**config.mk**
```make
export PLATFORM = sky130hd
export DESIGN_NAME = sipo_rx_reg
export DESIGN_NICKNAME = d
export VERILOG_FILES = /design/src/rtl/sipo_rx_reg_pkg.sv /design/src/rtl/sipo_rx_reg_rx_bit_counter.sv /design/src/rtl/sipo_rx_reg.sv
export SDC_FILE = /design/constraint.sdc
export NUM_CORES = 1
export LEC_CHECK = 0
export CORE_MARGIN = 10
export CORE_UTILIZATION = 50
export CTS_CLUSTER_DIAMETER = 80
export DETAILED_ROUTE_END_ITERATION = 7
export PLACE_DENSITY = 0.79
export SYNTH_ARGS = -nofsm -noshare
export SYNTH_HDL_FRONTEND = slang
export SYNTH_SLANG_ARGS = --single-unit
```
**constraint.sdc**
```tcl
create_clock -name clk -period 2.67 [get_ports clk]
set_input_delay 0.534 -clock clk [delete_from_list [all_inputs] [get_ports clk]]
set_output_delay 0.534 -clock clk [all_outputs]
set_load 0.05 [all_outputs]
```
**src/rtl/sipo_rx_reg_pkg.sv**
```systemverilog
// rtl/sipo_rx_reg_pkg.sv - shared constants and output-buffer state type for sipo_rx_reg
package sipo_rx_reg_pkg;

  localparam int SIPO_WIDTH = 8;
  localparam int SIPO_CNT_W = $clog2(SIPO_WIDTH);

  typedef enum logic {
    EMPTY = 1'b0,
    FULL  = 1'b1
  } out_state_e;

endpackage

```
**src/rtl/sipo_rx_reg_rx_bit_counter.sv**
```systemverilog
// rtl/sipo_rx_reg_rx_bit_counter.sv - modulo-WIDTH bit counter with enable, sync clear and terminal flag
module rx_bit_counter #(
  parameter int WIDTH = 8,
  parameter int CNT_W = $clog2(WIDTH)
) (
  input  logic             clk,
  input  logic             rstn,
  input  logic             clr_i,
  input  logic             en_i,
  output logic [CNT_W-1:0] cnt_o,
  output logic             tc_o
);

  logic [CNT_W-1:0] cnt_q;
  logic [CNT_W-1:0] cnt_d;
  logic             tc;

  assign tc = (cnt_q == CNT_W'(WIDTH - 1));

  always_comb begin
    cnt_d = cnt_q;
    if (clr_i) begin
      cnt_d = '0;
    end else if (en_i) begin
      cnt_d = tc ? '0 : cnt_q + 1'b1;
    end
  end

  always_ff @(posedge clk) begin
    if (!rstn) begin
      cnt_q <= '0;
    end else begin
      cnt_q <= cnt_d;
    end
  end

  assign cnt_o = cnt_q;
  assign tc_o  = tc;

endmodule

```
**src/rtl/sipo_rx_reg.sv**
```systemverilog
// rtl/sipo_rx_reg.sv - MSB-first serial-to-parallel receiver with a one-word output buffer
module sipo_rx_reg
  import sipo_rx_reg_pkg::*;
#(
  parameter int WIDTH = SIPO_WIDTH
) (
  input  logic                     clk,
  input  logic                     rstn,
  input  logic                     clr,
  input  logic                     in_valid,
  input  logic                     in_bit,
  output logic [WIDTH-1:0]         out_data,
  output logic                     out_valid,
  input  logic                     out_ready,
  output logic [$clog2(WIDTH)-1:0] bit_cnt,
  output logic                     busy,
  output logic                     overflow
);

  localparam int CNT_W = $clog2(WIDTH);

  // The final bit of a word completes it directly, so only WIDTH-1 bits are stored.
  logic [WIDTH-2:0] shift_q;
  logic [WIDTH-2:0] shift_d;
  logic [CNT_W-1:0] cnt;
  logic             tc;
  logic             complete;
  logic [WIDTH-1:0] word;

  out_state_e       state_q;
  logic [WIDTH-1:0] data_q;
  logic             ovf_q;

  rx_bit_counter #(
    .WIDTH (WIDTH),
    .CNT_W (CNT_W)
  ) u_cnt (
    .clk   (clk),
    .rstn  (rstn),
    .clr_i (clr),
    .en_i  (in_valid),
    .cnt_o (cnt),
    .tc_o  (tc)
  );

  assign complete = in_valid && !clr && tc;
  assign word     = {shift_q, in_bit};

  always_comb begin
    shift_d = shift_q;
    if (clr) begin
      shift_d = '0;
    end else if (in_valid) begin
      shift_d = word[WIDTH-2:0];
    end
  end

  always_ff @(posedge clk) begin
    if (!rstn) begin
      shift_q <= '0;
    end else begin
      shift_q <= shift_d;
    end
  end

  // clr never coincides with completion, so overflow set and clear cannot collide.
  always_ff @(posedge clk) begin
    if (!rstn) begin
      state_q <= EMPTY;
      data_q  <= '0;
      ovf_q   <= 1'b0;
    end else begin
      if (clr) begin
        ovf_q <= 1'b0;
      end
      case (state_q)
        EMPTY: begin
          if (complete) begin
            data_q  <= word;
            state_q <= FULL;
          end
        end
        FULL: begin
          if (complete) begin
            if (out_ready) begin
              data_q <= word;
            end else begin
              ovf_q <= 1'b1;
            end
          end else if (out_ready) begin
            state_q <= EMPTY;
          end
        end
        default: state_q <= EMPTY;
      endcase
    end
  end

  assign out_data  = data_q;
  assign out_valid = (state_q == FULL);
  assign bit_cnt   = cnt;
  assign busy      = (cnt != '0);
  assign overflow  = ovf_q;

endmodule

```
# [Word-level counts from Yosys, hierarchy flattened]
# Cells that the tools add are included.
[totals] ff_bits=20 in_bits=6 wordCells=31
[classes] addsub=1 eq_ne=4 n_mux=13 bitwise=2 n_reduce_logical=6
[ops] op="$mux 8" n=3
[ops] op="$pmux 8 s2" n=1
[ops] op="$mux 1" n=7
[ops] op="$ne 2x2->1 const B" n=3
[ops] op="$add 3x1->3 const B" n=1
[ops] op="$eq 3x3->1 const B" n=1
[ops] op="$mux 3" n=1
[ops] op="$reduce_and 3->1" n=1
[ops] op="$reduce_bool 3->1" n=1
[ops] op="$logic_and 1x1->1" n=2
[ops] op="$not 1->1" n=2
[ops] op="$pmux 1 s2" n=1
[ops] op="$reduce_or 2->1" n=1
[ops] op="$logic_not 1->1" n=1

# [Logic depth before layout (Yosys ltp)]
# Gate-level depths: netlist of the first run.
[logic_depth] word_depth=5 mapped_depth=5

# [Modules after synthesis]
# Synthesis of the first run repeated with hierarchy kept, for this count alone.
[hier_totals] cells_unflattened=81 hier_area_um2=810.8
[modules_own_cells] mod="sipo_rx_reg" instances=1 cells_each=68 area_each_um2=668.1 seq_area_each_um2=340.3
[modules_own_cells] mod="rx_bit_counter" instances=1 cells_each=13 area_each_um2=142.6 seq_area_each_um2=60.1

# [Worst setup path after synthesis of the first run]
# Ideal clock, no wire load.
[synth_path] kind="register to output" from="register u_cnt.cnt_q[0] (netlist: u_cnt.cnt_o[0])" to="output busy" arrival_time_ps=1324 required_ps=2136 slack_ps=812 path_stages_with_launch=4 n_path_buf=0 cell_sequence="dfxtp_1 -> inv_1 -> ha_1 -> nand2b_1"
[synth_via] elab_chain_len=1
[synth_lines] item="start: declaration" line_no="sipo_rx_reg_rx_bit_counter.sv:14" rtl="logic [CNT_W-1:0] cnt_q;"
[synth_lines] item="start signal: assignment" line_no="sipo_rx_reg_rx_bit_counter.sv:33" rtl="cnt_q <= cnt_d;"
[synth_lines] item="$reduce_bool 3->1" line_no="sipo_rx_reg.sv:102" rtl="assign busy = (cnt != '0);"
[synth_lines] item="end: declaration" line_no="sipo_rx_reg.sv:16" rtl="output logic busy,"
# Every way passes these cells.

# [Worst setup path in the final report of the first run]
# Same ends and word-level chain as after synthesis.

==> results of run 1 <==
-- worst max-delay path, delay by kind of cell (launching register included) --
kind	cells	cell delay, ns
adder cells (fa/ha/maj)	1	0.20
buffers and inverters	2	0.86
flip-flops	1	0.41
AND/OR/NAND/NOR	1	0.06
-- worst paths after layout --
path	start	to	cells after the start
setup reg to reg	u_cnt.cnt_o[0]$_SDFFE_PP0P_	out_data[2]$_SDFFE_PN0P_	5
hold reg to reg	out_data[6]$_SDFFE_PN0P_	out_data[6]$_SDFFE_PN0P_	2
setup / recovery	u_cnt.cnt_o[0]$_SDFFE_PP0P_	busy	4
hold / removal	out_data[6]$_SDFFE_PN0P_	out_data[6]$_SDFFE_PN0P_	2
-- stage by stage --
step,std cells,utilization,worst slack (ns)
floorplan,83,-,0.812
global placement,116,0.669,0.678
detailed placement,116,0.669,0.632
CTS,120,0.704,0.287
global route,120,0.704,0.236
finish,120,0.704,0.312
-- metal layers --
metal  part of all wire  vias to the layer above
met2               0.49                       10
li1                   -                      316
met1               0.45                      277
met5                  0                        -
met4             0.0066                        0
met3              0.057                        2
-- logic make-up (layout without fill, tap and decap cells) --
kind of cell / count (synthesis) / after routing
and+or+nand+nor: 34 / 34
buffers and inverters: 6 / 27
adders and majority gates: 3 / 3
muxes: 18 / 18
AOI/OAI and AO/OA: 2 / 2
DFF: 20 / 20
-- cell type report --
cell class / count / area (um^2)
Timing Repair Buffer: 21 / 205
Sequential cell: 20 / 400
Inverter: 2 / 7.51
Tap cell: 16 / 20.0
Fill cell: 113 / 452
Clock inverter: 1 / 30.0
Multi-Input combinational cell: 57 / 387
Clock buffer: 3 / 22.5
-- cells in the final DEF (no fill, tap or decap) --
cell type,n
dfxtp_1,20
nor2b_4,1
clkdlybuf4s50_1,19
o21a_1,1
nand2b_1,2
a31oi_1,1
bufinv_16,1
nand2_1,17
ha_1,3
clkbuf_4,3
nor2_1,13
nor3_4,1
inv_1,2
buf_4,2
mux2i_1,18
-- registers in the layout, summed over array words and instances, names as in the netlist --
signal,cells
out_data,8
out_valid,1
overflow,1
shift_q,7
u_cnt.cnt_o,3
-- report_power, final --
group	switching (mW)	internal, mW
registers	0.00162	0.300
clock network	0.0938	0.152
logic	0.0224	0.0175
==> reports/qor.yml, run 1 <==
dpl_cell_area_mm2: 0.00102
gr-usage-all-layers: 0.0912
first_iter_violations: 11
grt_pass1_wl_um: 2560
top_usage_layer: "met2"
synth_fa_ha_area_frac: 0.0462
insertion_delay_ns: 0.30
status: "completed"
p_leak_nw: 0.405
ys_warn_count: 0
cts_sinks: 20
rows: 14
reg2reg_slack_ns: 1.00
fin_crit_ns: 2.36
synth.most_common_cell: "dfxtp_1"
synth_top_family_by_area: "multiplexers"
overflow: 0
diodes: 0
grtUsageMet2: 0.157
synth_seq_cells: 20
cts_setup_buffers: 0
hpwl_um: 1150
start_kind: "flip-flop"
gp_congestion: 0.766
yosysTopAreaCellShare: 0.492
fin_setup_tns_ns: 0
core_area_mm2: 0.00152
die_h_um: 60.3
ir_drop_mv: 0.337
synth_area_leader_cell: "dfxtp_1"
synth.area.top_cells: "dfxtp_1, mux2i_1, nand2_1"
num_vias: 605
grt_max_degree: 13
drv_cap: 0
antenna_found_initial: 0
cts_tree: "yes"
synth_area_per_cell_um2: 9.80
ys_async_sr_fraction: 0
powerDensity_mw_per_mm2: 547
slowest_stage: "clkdlybuf4s50_1"
worstPathRequired_ns: 2.14
port_buffers: 19
setup_viol: 0
cts-buffers-inserted: 3
grt_use_met1: 0.0942
cts_buffer_depth: 2
drtPass1Iterations: 2
hold_viol_final: 0
ys_seq_area_frac: 0.492
finalPower_mw: 0.587
drive_gt1_frac: 0.0769
netlist_instances: 83
synthFlopType: "dfxtp_1"
viasPerCell: 5.04
wl_per_cell_um: 12.7
slew_headroom: 0.649
drt-total-wl_um: 1530
synth_xor_area_frac: 0
die_w_um: 60.3
max_stage_delay_ns: 0.79
yosys.area_share.simple: 0.191
ios: 20
period_share: 0.883
h-tree-depth: 1
fin_skew_ns: 0.00348
netlist_area_um2: 813
maxSlewViolCount: 0
finalNetCount: 114
hp-class: "flip-flop to flip-flop"
drc: 0
end_kind: "output pin"
post_synth_most_frequent_cells: "dfxtp_1, mux2i_1, nand2_1"
critPathKind: "flip-flop to output pin"
worst-path-max-fanout: 5
cts.clk_slew.worst_paths_ns: 0.12
synth-compound-area-share: 0.0169
fmax_ghz: 0.424
cts_resized: 0
fin_area_mm2: 0.00107
antenna_left: 0
synth-edff-count: 0
grt_pass1_vias: 608
holdBufCountCts: 0
cts_root_buf: "clkbuf_4"
arrival_ns: 1.82
met3_usage: 0.0334
initial_core_util: 0.534
synthesis.nets: 92
whs_ns: 0.464
ys_types: 13
rsz0062_at_grt: "no"
dieArea_mm2: 0.00364
syn2layout_area_growth_pct: 31.8
synthMuxAreaShare: 0.222
worst_slew_pin_slew_ns: 0.524
cp_cell_sequence: "inv_1, ha_1, nand2b_1, clkdlybuf4s50_1"
(Power assumes the default switching activity.)
==> run 2, diff against run 1 <==
--- a/config.mk
+++ b/config.mk
@@ -9,3 +9,3 @@
 export CORE_UTILIZATION = 50
-export CTS_CLUSTER_DIAMETER = 80
+export CTS_CLUSTER_DIAMETER = 150
 export DETAILED_ROUTE_END_ITERATION = 7
--- a/constraint.sdc
+++ b/constraint.sdc
@@ -3,2 +3,2 @@
 set_output_delay 0.534 -clock clk [all_outputs]
-set_load 0.05 [all_outputs]
+set_load 0.005 [all_outputs]
==> run 2 against run 1 <==
Non-clock buffer count unchanged. Clock power decreased by 29%. Worst hold slack better by 0.0012 ns. Critical path depth unchanged. Sequential power about the same. Maximum frequency rose by 11%. Wire length rose by 11%. Clock skew down 0.0026 ns. Largest power group unchanged. Highest routed layer unchanged.
==> reports/qor.yml, run 2 (synthesis results as in run 1) <==
status: "completed"
met3_usage: 0.0397  # +0.00626
slew_headroom: 0.648  # -0.00153
antenna_left: 0  # unchanged
maxSlewViolCount: 0  # unchanged
syn2layout_area_growth_pct: 29.8
gr-usage-all-layers: 0.101  # +0.00967
period_share: 0.794  # -0.0895
end_kind: "output pin"
drtPass1Iterations: 4  # +2
finalNetCount: 114  # unchanged
grt_pass1_vias: 578  # -4.9%
cts_sinks: 20  # unchanged
holdBufCountCts: 0  # unchanged
nFillCells: 132  # +17%
h-tree-depth: 1  # unchanged
hold_viol_final: 0  # unchanged
die_h_um: 60.3  # unchanged
cts_resized: 0  # unchanged
final_core_util: 0.693  # -0.0107
arrival_ns: 1.59  # -0.23 ns
whs_ns: 0.465  # +0.00120 ns
first_iter_violations: 15  # +4
grt_max_degree: 12  # -1
p_leak_nw: 0.398  # -1.7%
cts_setup_buffers: 0  # unchanged
viasPerCell: 5.04  # unchanged
hpwl_um: 1280  # +11%
worst-path-max-fanout: 5  # unchanged
cts_root_buf: "clkbuf_4"
final_cell_mix: "dfxtp_1, clkdlybuf4s50_1, mux2i_1, nand2_1, nor2_1"
drt-total-wl_um: 1700  # +11%
fin_setup_tns_ns: 0  # unchanged
initial_core_util: 0.534  # unchanged
grt_pass1_wl_um: 2790  # +8.9%
wl_per_cell_um: 14.1  # +11%
worst_slew_pin_slew_ns: 0.527  # +0.00228 ns
fin_skew_ns: 0.000837  # -0.00265 ns
grtUsageMet2: 0.165  # +0.00735
gp_congestion: 0.702  # -8.4%
fin_crit_ns: 2.12  # -0.239 ns
drive_gt1_frac: 0.0769  # unchanged
port_buffers: 19  # unchanged
powerDensity_mw_per_mm2: 484  # -12%
fin_ws_ns: 0.551  # +0.239 ns
ios: 20  # unchanged
finalPower_mw: 0.511  # -13%
dpl_cell_area_mm2: 0.00102  # unchanged
dp_cells: 116  # unchanged
layout_commonest_cell: "dfxtp_1"
core_area_mm2: 0.00152  # unchanged
instances_no_fill: 120  # unchanged
rsz0062_at_grt: "no"
setup_viol: 0  # unchanged
critPathKind: "flip-flop to output pin"
rows: 14  # unchanged
hp-class: "flip-flop to flip-flop"
dp_slack_ns: 0.775  # +0.143 ns
num_vias: 605  # unchanged
diodes: 0  # unchanged
fin_area_mm2: 0.00106  # -1.5%
start_kind: "flip-flop"
ir_drop_mv: 0.364  # +8.1%
insertion_delay_ns: 0.29  # about the same
cts-buffers-inserted: 3  # unchanged
die_w_um: 60.3  # unchanged
cts.clk_slew.worst_paths_ns: 0.11  # about the same
antenna_found_initial: 0  # unchanged
fmax_ghz: 0.472  # +11%
grt_use_met1: 0.116  # +0.0216
top_usage_layer: "met2"
cts_tree: "yes"
worstPathRequired_ns: 2.14  # about the same
drc: 0  # unchanged
largest_reg_flops: 8  # unchanged
cts_buffer_depth: 2  # unchanged
overflow: 0  # unchanged
drv_cap: 0  # unchanged
dieArea_mm2: 0.00364  # unchanged
[run 2: changes by cell type in the layout (fill, tap and decap cells not counted)]
cell	delta
bufinv_16	-1
clkbuf_8	+1
[run 2: routing by layer]
layer,vias up,wire length [um]
met2,16,841
met5,-,0
met1,274,746
met3,2,98
met4,0,10
li1,313,-
[run 2: report_power, final]
part	total [mW]	internal [mW]	leakage, nW	switching (mW)
registers	0.302	0.300	0.161	0.00179
clock network	0.175	0.0831	0.0210	0.0918
logic	0.0348	0.0177	0.216	0.0171
[run 2: final timing paths]
kind / startpoint / endpoint / slack [ns] / cells after the start
setup / recovery: u_cnt.cnt_o[0]$_SDFFE_PP0P_ / busy / 0.55 / 4
hold / removal: out_data[5]$_SDFFE_PN0P_ / out_data[5]$_SDFFE_PN0P_ / 0.46 / 2
setup reg to reg: u_cnt.cnt_o[0]$_SDFFE_PP0P_ / out_data[3]$_SDFFE_PN0P_ / 1.04 / 5
hold reg to reg: out_data[5]$_SDFFE_PN0P_ / out_data[5]$_SDFFE_PN0P_ / 0.46 / 2
[run 2: cell type report]
type	count	area, um^2	share of cell area
Timing Repair Buffer	21	205	0.194
Tap cell	16	20.0	0.0190
Inverter	2	7.51	0.00711
Clock buffer	4	36.3	0.0344
Sequential cell	20	400	0.379
Multi-Input combinational cell	57	387	0.366
[run 2: worst max-delay path, cell delays in order, from the launching register on]
cell	delay (ns)
dfxtp_1	0.42
inv_1	0.08
ha_1	0.21
nand2b_1	0.07
clkdlybuf4s50_1	0.50
==> RTL edit: new RTL, config.mk and constraints of run 2 <==
`SIPO_WIDTH`: 8 -> 16.
--- a/src/rtl/sipo_rx_reg_pkg.sv
+++ b/src/rtl/sipo_rx_reg_pkg.sv
@@ -3,3 +3,3 @@
 
-  localparam int SIPO_WIDTH = 8;
+  localparam int SIPO_WIDTH = 16;
   localparam int SIPO_CNT_W = $clog2(SIPO_WIDTH);
Ports: changed (resized bit_cnt and out_data); port bits go from 20 to 29. The function was not compared with the original's and may differ.
==> RTL edit against run 2 <==
Sequential cell count is 17 higher. First-iteration DRC count grew to 3.0 times the old value. Global-route usage is 0.76 points higher. Critical path type unchanged. Cell count rose by 78%. Area after synthesis up 80%. Synthesized cell count grew 82%. Largest cell class unchanged. Total power is 82% higher. Worst setup slack worse by 2.5 ps. Wire length increased by 62%. Utilization down 3.3 points. Via count up 78%. Non-clock buffer count rose by 11. Cell area grew 74%.
==> RTL edit: results (changes against run 2) <==
Outcome
  • Status: complete, no violations

GRT
  • Grt met3 use: 0.0505 (+0.0109)
  • Largest net degree at the start of global routing: 35 (+23)
  • M2 GR Usage: 0.163 (-0.00183)
  • Global-route wire length before repair: 4.75 mm (+70%)
  • GRT met1 Usage: 0.124 (+0.00851)
  • Vias in the first global route: 1,064 (+84%)
  • Global router's overall resource usage: 0.108 (+0.00764)

Clock network
  • CTS buffer count: 5 (+2)
  • CTS H-Tree Depth: 2 (+1)

Place
  • Detailed Place HPWL: 2.01 mm (+58%)
  • IO buf count: 28 (+9)

Synthesis
  • Synth cell types: 21 (+8)
  • Commonest cells in the synthesized netlist: dfxtp_1, nand2_1, mux2i_1, nor2_1, clkbuf_1
  • Post-Synth Adder-Cell Area: 0.0171 (-0.0291)
  • Compound-gate portion of the synthesized area: 0.0265 (+0.00955)
  • XOR/XNOR share of the synthesized area: 0.00598 (+0.00598)
  • Synth area leaders: dfxtp_1, mux2i_1, nand2_1
  • Register area share after synthesis: 0.506 (+0.0132)
  • Syn nets: 159 (+73%)
  • Mux share of post-synthesis cell area: 0.225 (+0.00391)

Cells and area
  • Max reg flops: 16 (+8)
  • Nets: 189 (+66%)
  • Filler cells: 234 (+77%)

Floorplanning
  • Initial core utilization: 0.527 (-0.00690)

Routing
  • Vias/cell: 5.06 (+0.29%)
  • Final WL: 2.75 mm (+62%)

STA
  • Slew headroom: 0.733 (+0.0850)
  • Setup Skew: 7.53 ps (+6.70 ps)

Power and ir drop
  • Peak supply drop: 413 µV (+13%)
  • Leakage: 0.000672 µW (+69%)

Setup path
  • CP max FO: 6 (+1)
[RTL edit: changes by cell type in the layout (fill, tap and decap cells not counted), sizes merged, moves of 2 or more]
cell / delta
a21oi: +2
clkbuf: +3
buf: +2
nor2: +6
dfxtp: +17
clkdlybuf4s50: +9
mux2i: +15
nand2: +19
[RTL edit: cell families after synthesis]
| kind of cell | Yosys count |
|---|---|
| xor+xnor | 1 |
| mux | 33 |
| simple gates | 60 |
| fa+ha+maj | 2 |
| flops | 37 |
| buf+inv | 12 |
| compound gates | 6 |
[RTL edit: worst min-delay path: cells and delay by family, from the launching register on]
kind / cells / cell delay, ps
and+or+nand+nor: 1 / 50
DFF: 1 / 320
muxes: 1 / 50
[RTL edit: cell type report]
| class | instances | area [µm²] | share of cell area |
|---|---|---|---|
| flip-flops and latches | 37 | 741 | 0.404 |
| clock buffers | 7 | 65.1 | 0.0355 |
| well taps | 31 | 38.8 | 0.0211 |
| repair buffers | 32 | 310 | 0.169 |
| inverters | 3 | 11.3 | 0.00614 |
| clock inverters | 1 | 5.00 | 0.00273 |
| multi-input cells | 102 | 663 | 0.362 |
[RTL edit: final timing paths]
check / startpoint / end / slack (ps) / cells past startpoint
setup / recovery: u_cnt.cnt_o[0]$_SDFFE_PP0P_ / busy / 550 / 4
hold / removal: out_data[11]$_SDFFE_PN0P_ / out_data[11]$_SDFFE_PN0P_ / 460 / 2
setup reg to reg: u_cnt.cnt_o[0]$_SDFFE_PP0P_ / out_data[2]$_SDFFE_PN0P_ / 1030 / 5
hold reg to reg: out_data[11]$_SDFFE_PN0P_ / out_data[11]$_SDFFE_PN0P_ / 460 / 2
[RTL edit: through the flow]
stage	instances	hold WS [ps]	setup WS (ps)	util	instance area, µm²
after CTS	213	468	516	0.659	1830
final	213	462	548	0.659	1830
after global placement	205	443	749	0.634	1760
after detailed placement	205	449	684	0.634	1760
after global routing	213	494	416	0.659	1830
after floorplan	151	437	965	-	1470
[RTL edit: routing by layer]
metal | vias to the layer above | routed length, µm | part of all wire
met5 | - | 0 | 0
met4 | 0 | 76 | 0.028
met1 | 482 | 1170 | 0.42
met2 | 29 | 1260 | 0.46
li1 | 557 | - | -
met3 | 9 | 250 | 0.091
[RTL edit: power breakdown]
part	internal [µW]	total, µW	switching (µW)
Sequential	553	555	1.77
Combinational	20.7	45.3	24.6
Clock	153	329	177
